==> config.mk <==
export PLATFORM = sky130hd
export DESIGN_NAME = mem_access_ctrl_flat
export DESIGN_NICKNAME = d
export VERILOG_FILES = /design/src/rtl/mem_access_ctrl_if.sv /design/src/rtl/mem_access_ctrl.sv /design/src/flat_wrapper.sv
export SDC_FILE = /design/constraint.sdc
export NUM_CORES = 1
export LEC_CHECK = 0
export CAP_MARGIN = 30
export CORE_ASPECT_RATIO = 0.5
export CORE_MARGIN = 4
export CORE_UTILIZATION = 34
export DETAILED_ROUTE_END_ITERATION = 7
export MAX_ROUTING_LAYER = met4
export PLACE_DENSITY_LB_ADDON = 0.2
export REMOVE_ABC_BUFFERS = 1
export SYNTH_ARGS = -nofsm -noshare
export SYNTH_HDL_FRONTEND = slang
export SYNTH_SLANG_ARGS = --single-unit
==> constraint.sdc <==
create_clock -name clk -period 1.55 [get_ports clk]
set_clock_uncertainty 0.15 [all_clocks]
set_input_delay 0.3875 -clock clk [delete_from_list [all_inputs] [get_ports clk]]
set_output_delay 0.3875 -clock clk [all_outputs]
set_load 0.01 [all_outputs]
==> src/rtl/mem_access_ctrl_if.sv <==
// mem_access_ctrl_if: registered request/ready bus between the
// memory access controller (master) and the data RAM (slave).
interface mem_access_ctrl_if #(
  parameter int DATA_W = 32,
  parameter int ADDR_W = 16
);
  logic              ram_req;
  logic              ram_we;
  logic [ADDR_W-1:0] ram_addr;
  logic [DATA_W-1:0] ram_wdata;
  logic [DATA_W-1:0] ram_rdata;
  logic              ram_ready;

  modport master (
    output ram_req,
    output ram_we,
    output ram_addr,
    output ram_wdata,
    input  ram_rdata,
    input  ram_ready
  );

  modport slave (
    input  ram_req,
    input  ram_we,
    input  ram_addr,
    input  ram_wdata,
    output ram_rdata,
    output ram_ready
  );
endinterface

==> src/rtl/mem_access_ctrl.sv <==
// mem_access_ctrl: sequential LDR/STR controller, registered RAM handshake.
// Define MEM_TIMEOUT_EN to add a ram_ready watchdog driving mem_fault.
module mem_access_ctrl #(
  parameter int         DATA_W      = 32,
  parameter int         ADDR_W      = 16,
  parameter logic [3:0] OP_LDR      = 4'b1001,
  parameter logic [3:0] OP_STR      = 4'b1010,
  parameter int         TIMEOUT_CYC = 255
) (
  input  logic              clk,
  input  logic              reset_n,
  input  logic              issue_valid,
  output logic              issue_ready,
  input  logic [3:0]        op_code,
  input  logic [DATA_W-1:0] src1,
  input  logic [DATA_W-1:0] src2,
  mem_access_ctrl_if.master bus,
  output logic [DATA_W-1:0] data_ldr_out,
  output logic              ldr_valid,
  output logic              str_done,
  output logic              sel_ldr_bus,
  output logic              sel_add_bus,
  output logic              busy,
  output logic              mem_fault
);

  typedef enum logic {IDLE, REQ} state_t;

  state_t            state_q, state_d;
  logic              we_q, we_d;
  logic [ADDR_W-1:0] addr_q, addr_d;
  logic [DATA_W-1:0] wdata_q, wdata_d;
  logic [DATA_W-1:0] rdata_q, rdata_d;
  logic              ldr_q, ldr_d;
  logic              str_q, str_d;
  logic              is_ldr, is_str, take;
  logic              unused_bits;

`ifdef MEM_TIMEOUT_EN
  localparam logic [15:0] LIMIT = 16'(TIMEOUT_CYC - 1);
  logic [15:0] cnt_q, cnt_d;
  logic        flt_q, flt_d;
  logic        expire;
  assign expire = cnt_q == LIMIT;
`endif

  assign is_ldr = op_code == OP_LDR;
  assign is_str = op_code == OP_STR;
  assign take   = issue_valid && (is_ldr || is_str);

  // upper address bits are dropped by design
  assign unused_bits = ^{src1[DATA_W-1:ADDR_W], 16'(TIMEOUT_CYC)};

  always_comb begin
    state_d = state_q;
    we_d    = we_q;
    addr_d  = addr_q;
    wdata_d = wdata_q;
    rdata_d = rdata_q;
    ldr_d   = 1'b0;
    str_d   = 1'b0;
`ifdef MEM_TIMEOUT_EN
    cnt_d   = cnt_q;
    flt_d   = 1'b0;
`endif
    unique case (state_q)
      IDLE: begin
        if (take) begin
          state_d = REQ;
          addr_d  = src1[ADDR_W-1:0];
          we_d    = is_str;
          if (is_str) wdata_d = src2;
`ifdef MEM_TIMEOUT_EN
          cnt_d   = '0;
`endif
        end
      end
      REQ: begin
        if (bus.ram_ready) begin
          state_d = IDLE;
          if (we_q) begin
            str_d = 1'b1;
          end else begin
            ldr_d   = 1'b1;
            rdata_d = bus.ram_rdata;
          end
        end
`ifdef MEM_TIMEOUT_EN
        // a ready on the limit cycle still completes normally
        else if (expire) begin
          state_d = IDLE;
          flt_d   = 1'b1;
        end else begin
          cnt_d = cnt_q + 16'd1;
        end
`endif
      end
    endcase
  end

  always_ff @(posedge clk or negedge reset_n) begin
    if (!reset_n) begin
      state_q <= IDLE;
      we_q    <= 1'b0;
      addr_q  <= '0;
      wdata_q <= '0;
      rdata_q <= '0;
      ldr_q   <= 1'b0;
      str_q   <= 1'b0;
`ifdef MEM_TIMEOUT_EN
      cnt_q   <= '0;
      flt_q   <= 1'b0;
`endif
    end else begin
      state_q <= state_d;
      we_q    <= we_d;
      addr_q  <= addr_d;
      wdata_q <= wdata_d;
      rdata_q <= rdata_d;
      ldr_q   <= ldr_d;
      str_q   <= str_d;
`ifdef MEM_TIMEOUT_EN
      cnt_q   <= cnt_d;
      flt_q   <= flt_d;
`endif
    end
  end

  assign issue_ready   = state_q == IDLE;
  assign busy          = state_q == REQ;
  assign sel_add_bus   = busy;
  assign bus.ram_req   = busy;
  assign bus.ram_we    = we_q;
  assign bus.ram_addr  = addr_q;
  assign bus.ram_wdata = wdata_q;
  assign data_ldr_out  = rdata_q;
  assign ldr_valid     = ldr_q;
  assign sel_ldr_bus   = ldr_q;
  assign str_done      = str_q;

`ifdef MEM_TIMEOUT_EN
  assign mem_fault = flt_q;
`else
  assign mem_fault = 1'b0;
`endif

endmodule
==> src/flat_wrapper.sv <==
// flat-port wrapper written by rule: the top's interface ports become plain ports
module mem_access_ctrl_flat 
#(
  parameter int         DATA_W      = 32,
  parameter int         ADDR_W      = 16,
  parameter logic [3:0] OP_LDR      = 4'b1001,
  parameter logic [3:0] OP_STR      = 4'b1010,
  parameter int         TIMEOUT_CYC = 255
)
  (clk, reset_n, issue_valid, issue_ready, op_code, src1, src2, data_ldr_out, ldr_valid, str_done, sel_ldr_bus, sel_add_bus, busy, mem_fault, bus_ram_req, bus_ram_we, bus_ram_addr, bus_ram_wdata, bus_ram_rdata, bus_ram_ready);
  mem_access_ctrl_if #(.DATA_W(DATA_W), .ADDR_W(ADDR_W)) bus_i ();
  input  logic clk;
  input  logic reset_n;
  input  logic issue_valid;
  output logic issue_ready;
  input  logic [3:0] op_code;
  input  logic [DATA_W-1:0] src1;
  input  logic [DATA_W-1:0] src2;
  output logic [DATA_W-1:0] data_ldr_out;
  output logic ldr_valid;
  output logic str_done;
  output logic sel_ldr_bus;
  output logic sel_add_bus;
  output logic busy;
  output logic mem_fault;
  output wire logic [$bits(bus_i.ram_req)-1:0] bus_ram_req;
  output wire logic [$bits(bus_i.ram_we)-1:0] bus_ram_we;
  output wire logic [$bits(bus_i.ram_addr)-1:0] bus_ram_addr;
  output wire logic [$bits(bus_i.ram_wdata)-1:0] bus_ram_wdata;
  input wire logic [$bits(bus_i.ram_rdata)-1:0] bus_ram_rdata;
  input wire logic [$bits(bus_i.ram_ready)-1:0] bus_ram_ready;
  assign bus_ram_req = bus_i.ram_req;
  assign bus_ram_we = bus_i.ram_we;
  assign bus_ram_addr = bus_i.ram_addr;
  assign bus_ram_wdata = bus_i.ram_wdata;
  assign bus_i.ram_rdata = bus_ram_rdata;
  assign bus_i.ram_ready = bus_ram_ready;
  mem_access_ctrl #(.DATA_W(DATA_W), .ADDR_W(ADDR_W), .OP_LDR(OP_LDR), .OP_STR(OP_STR), .TIMEOUT_CYC(TIMEOUT_CYC)) u_core (.clk(clk), .reset_n(reset_n), .issue_valid(issue_valid), .issue_ready(issue_ready), .op_code(op_code), .src1(src1), .src2(src2), .bus(bus_i), .data_ldr_out(data_ldr_out), .ldr_valid(ldr_valid), .str_done(str_done), .sel_ldr_bus(sel_ldr_bus), .sel_add_bus(sel_add_bus), .busy(busy), .mem_fault(mem_fault));
endmodule
==> results.cfg, run 1 <==
[sta]
report.final.hold_viol_count = 0
finalCriticalPeriod_ns = 1.721
setup_violations = 77
finalMaxSlewViolations = 0
achievable-frequency_mhz = 581.0
rsz_0062_raised_after_global_routing = yes
finalCritPeriodShare = 1.111
postLayoutSetupSlackWorst_ns = -0.1713
fin_hold_ws_ns = 0.3390

[place]
gp_congestion = 0.6961
detailed_place.area_um2 = 5210
pre_cts_slack_ns = -0.5438
io_buffer_count = 175
dp.final_hpwl_mm = 6.289

[setup_path]
crit_fanout = 18
timing.critical_path.slowest_cell_delay_ns = 0.39
path_cells = buf_6 -> and4bb_4 -> nand3b_4 -> buf_12 -> mux2_1
worst_path_max_delay_cell = sky130_fd_sc_hd__dfrtp_1
crit_family = simple AND/OR/NAND/NOR gates
end_kind = flip-flop
critical_path_required_ns = 1.61
critical_path_buffer_and_inverter_count = 2
worst_ep_arrival_time_ns = 1.78
crit_type = reg2reg
worstSetupStartpointType = flip-flop

[cts]
insertion_delay_ns = 0.32
cts_tree = done
clock_tree.buffer_depth = 2
clkSinkCount = 84
cts_htree_levels = 3
cts-root-buf = sky130_fd_sc_hd__clkbuf_16
clk_pin_slew_worst_paths_ns = 0.06
numCtsBuffers = 9

[routing]
drtPass1Iterations = 4
vias_per_cell = 4.517
wire_per_inst_um = 17.58
antenna_violating_nets_post_route = 0
detailroute.via_count = 2308
detail_route.iter0.violations = 54
wl_mm = 8.985
remaining_drc_errors = 0

[floorplan]
die_area_um2 = 11310
initial_core_util = 0.3618
die_w_um = 146.5
io-pin-count = 193
die_height_um = 77.24
fp.coreArea_um2 = 9009
core.rowCount = 24

[final_layout]
final_common_cell = sky130_fd_sc_hd__dfrtp_1
layout-drive-gt1-share = 0.3282
final_nets = 493
highest_count_cells_in_the_layout_ignoring_fill_and_taps = sky130_fd_sc_hd__dfrtp_1 (84), sky130_fd_sc_hd__clkdlybuf4s50_1 (83), sky130_fd_sc_hd__clkdlybuf4s15_1 (80), sky130_fd_sc_hd__mux2_4 (60), sky130_fd_sc_hd__mux2_2 (18)
finish.instance_area_um2 = 5891
layout-area-overhead-vs-synth_pct = 80.73

[global_route]
track_usage = 0.1576
grt.overflow.total = 0
first_global_vias = 2609
grt_start_max_net_pins = 31
first_pass_grt_wire_length_mm = 13.60
antenna_found_initial = 0

[min_path]
min_path_type = reg2reg

[yosys]
synthCells = 186
synthesized_area_divided_by_synthesized_cell_count_um2 = 17.52
number_of_flip_flops_and_latches_in_the_synthesized_netlist = 84
synth_cell_type_count = 17
synthesis.area_um2 = 3259
synth_seq_area_share = 0.6449
synth_warnings = 0

[outcome]
failing_checks = negative setup slack
status = finished, violations left

[pwr]
total_power_w = 0.008075
pwr_density_cell_nw_per_um2 = 1371
ir_drop_uv = 706.9
total_leakage_power_nw = 2.848

[run]
cap_viol_max_count = 0
power breakdown:
| group | leakage, nW | internal, W | switching, W | total [W] |
|---|---|---|---|---|
| clock | 0.140 | 0.00128 | 0.000771 | 0.00205 |
| combinational | 1.69 | 0.00180 | 0.000976 | 0.00278 |
| sequential | 1.02 | 0.00286 | 0.000382 | 0.00324 |
| total | 2.85 | 0.00595 | 0.00213 | 0.00808 |
path summary, 6_finish.rpt:
path	start	endpoint	slack (ns)	cells past startpoint
max in group asynchronous	reset_n	u_core.data_ldr_out[15]$_DFFE_PN0P_	0.39	3
min in group asynchronous	reset_n	u_core.bus.ram_wdata[19]$_DFFE_PN0P_	0.36	2
worst max-delay path	u_core.bus.ram_req$_DFF_PN0_	u_core.bus.ram_wdata[28]$_DFFE_PN0P_	-0.17	5
worst min-delay path	u_core.bus.ram_wdata[27]$_DFFE_PN0P_	u_core.bus.ram_wdata[27]$_DFFE_PN0P_	0.34	1
worst max register to register	u_core.bus.ram_req$_DFF_PN0_	u_core.bus.ram_wdata[28]$_DFFE_PN0P_	-0.17	5
worst min register to register	u_core.bus.ram_wdata[27]$_DFFE_PN0P_	u_core.bus.ram_wdata[27]$_DFFE_PN0P_	0.34	1
synthesized netlist by cell type:
master | instances | area (µm²)
sky130_fd_sc_hd__mux2_4 | 20 | 300.3
sky130_fd_sc_hd__buf_6 | 4 | 45.04
sky130_fd_sc_hd__nand3b_4 | 1 | 20.02
sky130_fd_sc_hd__and3_1 | 1 | 6.260
sky130_fd_sc_hd__xor2_1 | 1 | 8.760
sky130_fd_sc_hd__inv_1 | 2 | 7.510
sky130_fd_sc_hd__dfrtp_1 | 84 | 2102
sky130_fd_sc_hd__mux2_1 | 9 | 101.4
sky130_fd_sc_hd__o21ai_0 | 1 | 5.000
sky130_fd_sc_hd__nand2_2 | 1 | 6.260
sky130_fd_sc_hd__buf_4 | 4 | 30.03
sky130_fd_sc_hd__nand3b_1 | 1 | 7.510
sky130_fd_sc_hd__and4bb_4 | 1 | 16.27
sky130_fd_sc_hd__conb_1 | 1 | 3.750
sky130_fd_sc_hd__buf_2 | 3 | 15.01
sky130_fd_sc_hd__mux2_2 | 51 | 574.3
sky130_fd_sc_hd__a21bo_2 | 1 | 10.01
stage by stage:
| stage | util | setup TNS (ns) | cells |
|---|---|---|---|
| 2_1_floorplan | - | -34.56 | 175 |
| 3_3_place_gp | 0.5783 | -31.69 | 478 |
| 3_5_place_dp | 0.5783 | -33.09 | 478 |
| 4_1_cts | 0.6176 | -8.588 | 502 |
| 5_1_grt | 0.6536 | -11.78 | 510 |
| 6_report | 0.6539 | -8.833 | 511 |
cells by family (layout without fill, tap and decap cells):
logic type                Yosys count  in the layout  share of synthesized area
AOI/OAI and AO/OA                   2              2                   0.004605
xor gates and xnor gates            1              1                   0.002688
muxes                              80             80                     0.2994
other                               1              2                   0.001151
buffers and inverters              13            218                    0.02994
DFF                                84             84                     0.6449
and+or+nand+nor                     5              7                    0.01728
repair_timing:
item                                    4_1_cts  5_1_grt
gates cloned                                  2        4
endpoints found under the setup margin      137      138
gates resized for setup                     146       98
hold buffers                                  1        0
endpoints found under the hold margin        18        0
buffers inserted                              6        5
registers in the layout (all words and copies together) (netlist names):
signal,count
u_core.data_ldr_out,32
u_core.bus.ram_req,1
u_core.bus.ram_addr,16
u_core.str_done,1
u_core.bus.ram_wdata,32
u_core.ldr_valid,1
u_core.bus.ram_we,1
cell type report:
class	count	area, µm²
clock buffers	13	250.2
well taps	117	146.4
fillers	671	3118
diodes	1	2.502
inverters	2	10.01
flip-flops and latches	84	2102
clock inverters	2	35.03
multi-input cells	91	1274
repair buffers	201	2071
metal layers:
layer  wire length (µm)  track usage
met2               4847       0.2785
met5                  0            -
met1               3471       0.1655
met4                204      0.06285
met3                461      0.05006
No activity file was read; power rests on OpenSTA's default activity.
==> inputs of run 2 (changes only) <==
--- a/config.mk
+++ b/config.mk
@@ -13,6 +13,7 @@
 export MAX_ROUTING_LAYER = met4
 export PLACE_DENSITY_LB_ADDON = 0.2
 export REMOVE_ABC_BUFFERS = 1
+export SKIP_LAST_GASP = 1
 export SYNTH_ARGS = -nofsm -noshare
 export SYNTH_HDL_FRONTEND = slang
 export SYNTH_SLANG_ARGS = --single-unit
==> run 2 against run 1 <==
  * The flow still finishes with violations (negative setup slack)
  * First-iteration DRC count rose by 1.9%
  * Worst hold slack better by 0.0050 ns
  * Global-route usage is 0.13 points lower
  * Core utilization about the same
  * Via count increased by 0.69%
  * Largest power group unchanged
  * Final cell count rose by 0.39%
  * Highest routed layer unchanged
  * Register-to-register slack hardly changed
  * Maximum frequency shrank 0.67%
  * Clock power barely moved
==> results.cfg, run 2 (synthesis results as in run 1) <==
[final_layout]
layout-drive-gt1-share = 0.3139
final_common_cell = sky130_fd_sc_hd__dfrtp_1
highest_count_cells_in_the_layout_ignoring_fill_and_taps = sky130_fd_sc_hd__dfrtp_1 (84), sky130_fd_sc_hd__clkdlybuf4s50_1 (83), sky130_fd_sc_hd__clkdlybuf4s15_1 (76), sky130_fd_sc_hd__mux2_4 (53), sky130_fd_sc_hd__mux2_2 (18)
utilization = 0.6536
final_nets = 495
final_cells = 513
layout-area-overhead-vs-synth_pct = 80.65

[floorplan]
initial_core_util = 0.3618
core.rowCount = 24
io-pin-count = 193
die_w_um = 146.5
die_area_um2 = 11310
fp.coreArea_um2 = 9009
die_height_um = 77.24

[sta]
report.final.hold_viol_count = 0
finalCritPeriodShare = 1.118
postLayoutSetupSlackWorst_ns = -0.1829
fin_tns_setup_ns = -9.125
setup_violations = 77
rsz_0062_raised_after_global_routing = yes
achievable-frequency_mhz = 577.1
finalMaxSlewViolations = 0
finalCriticalPeriod_ns = 1.733
fin_hold_ws_ns = 0.3439

[setup_path]
launching_point_of_the_worst_reg2reg_path = u_core.bus.ram_req$_DFF_PN0_
crit_family = simple AND/OR/NAND/NOR gates
critPathLaunch = u_core.bus.ram_req$_DFF_PN0_
worst_ep_arrival_time_ns = 1.79
crit_fanout = 18
worst_path_max_delay_cell = sky130_fd_sc_hd__dfrtp_1
worstSetupStartpointType = flip-flop
crit_type = reg2reg
path_cells = buf_6 -> and4bb_4 -> nand3b_4 -> buf_12 -> mux2_1
end_kind = flip-flop
worst_reg_to_reg_path_cell_count = 5
r2r_slack_ns = -0.18
critical_path_required_ns = 1.61
rr_endpoint = u_core.bus.ram_wdata[22]$_DFFE_PN0P_
critical_path_buffer_and_inverter_count = 2
timing.critical_path.slowest_cell_delay_ns = 0.39

[pwr]
total_leakage_power_nw = 2.827
power_frac_seq = 0.403
ir_drop_uv = 703.9
power.combinational.fraction = 0.342
internal_power_w = 0.005912
power.share.clock = 0.255
pwr_density_cell_nw_per_um2 = 1366
switchingPower_w = 0.002134
power.switching_fraction = 0.2652

[routing]
detailroute.via_count = 2324
drtPass1Iterations = 4
wl_mm = 9.068
antenna_violating_nets_post_route = 0
remaining_drc_errors = 0
route.top_layer_used = met4
wire_per_inst_um = 17.68
dr_wl_met3_um = 518
vias_per_cell = 4.530
wirelength_met1_mm = 3.503
detail_route.iter0.violations = 55
route.met2.wl_mm = 4.806

[global_route]
grt_start_max_net_pins = 31
grt.overflow.total = 0
first_pass_grt_wire_length_mm = 13.49
antenna_found_initial = 0
track_usage = 0.1563
first_global_vias = 2613

[min_path]
min_path_type = reg2reg
hold_path.startpoint = u_core.bus.ram_wdata[27]$_DFFE_PN0P_
whs_path_depth = 1
min_delay_worst_endpoint = u_core.bus.ram_wdata[27]$_DFFE_PN0P_

[outcome]
failing_checks = negative setup slack
status = finished, violations left

[place]
io_buffer_count = 175
gp_congestion = 0.6961
dp.final_hpwl_mm = 6.289
dp.cells = 478

[cts]
clk_pin_slew_worst_paths_ns = 0.05
cts_htree_levels = 3
insertion_delay_ns = 0.32
cts_tree = done
clock_tree.buffer_depth = 2
cts-root-buf = sky130_fd_sc_hd__clkbuf_16
numCtsBuffers = 9
clkSinkCount = 84

[run]
cap_viol_max_count = 0
-- run 2: how the worst max path moves through the flow --
stage                                                 to  cells after the start
floorplan             u_core.data_ldr_out[0]$_DFFE_PN0P_                      2
global placement      u_core.bus.ram_addr[5]$_DFFE_PN0P_                      4
detailed placement   u_core.bus.ram_addr[12]$_DFFE_PN0P_                      4
CTS                 u_core.bus.ram_wdata[22]$_DFFE_PN0P_                      5
global route        u_core.bus.ram_wdata[22]$_DFFE_PN0P_                      5
finish              u_core.bus.ram_wdata[22]$_DFFE_PN0P_                      5
-- run 2: area by class of cell --
type | count | area [µm²]
flip-flops and latches | 84 | 2102
multi-input cells | 92 | 1267
well taps | 117 | 146.4
repair buffers | 202 | 2077
inverters | 2 | 7.507
diodes | 1 | 2.502
clock buffers | 13 | 250.2
clock inverters | 2 | 35.03
fillers | 668 | 3120
-- run 2: routing by layer --
layer	track usage	vias up
li1	-	1052
met2	0.2762	91
met4	0.06660	0
met1	0.1622	1158
met5	-	-
met3	0.05006	23
-- run 2: power groups by stage --
stage               registers, W  clock network (W)  logic (W)
floorplan                0.00353                  0   0.000676
global route             0.00333            0.00224    0.00292
detailed placement       0.00325                  0    0.00282
global placement         0.00321                  0    0.00277
CTS                      0.00321            0.00212    0.00244
finish                   0.00324            0.00205    0.00275
-- run 2: what timing repair did --
action                                  4_1_cts  5_1_grt
resized for setup                           135       99
pin swaps                                     0        0
setup buffers                                 6        6
hold buffers                                  1        0
endpoints found under the setup margin      137      139
hold endpoints to repair                     18        0
cloned                                        2        5
-- run 2: stage by stage --
step                      power [W]  cell area [µm²]  setup WS (ns)
after CTS                  0.007767             5540        -0.1860
final                      0.008046             5888        -0.1829
after global placement     0.005983             5210        -0.5159
after detailed placement   0.006069             5210        -0.5438
after floorplan            0.004208             3169        -0.6214
after global routing       0.008486             5886        -0.2248
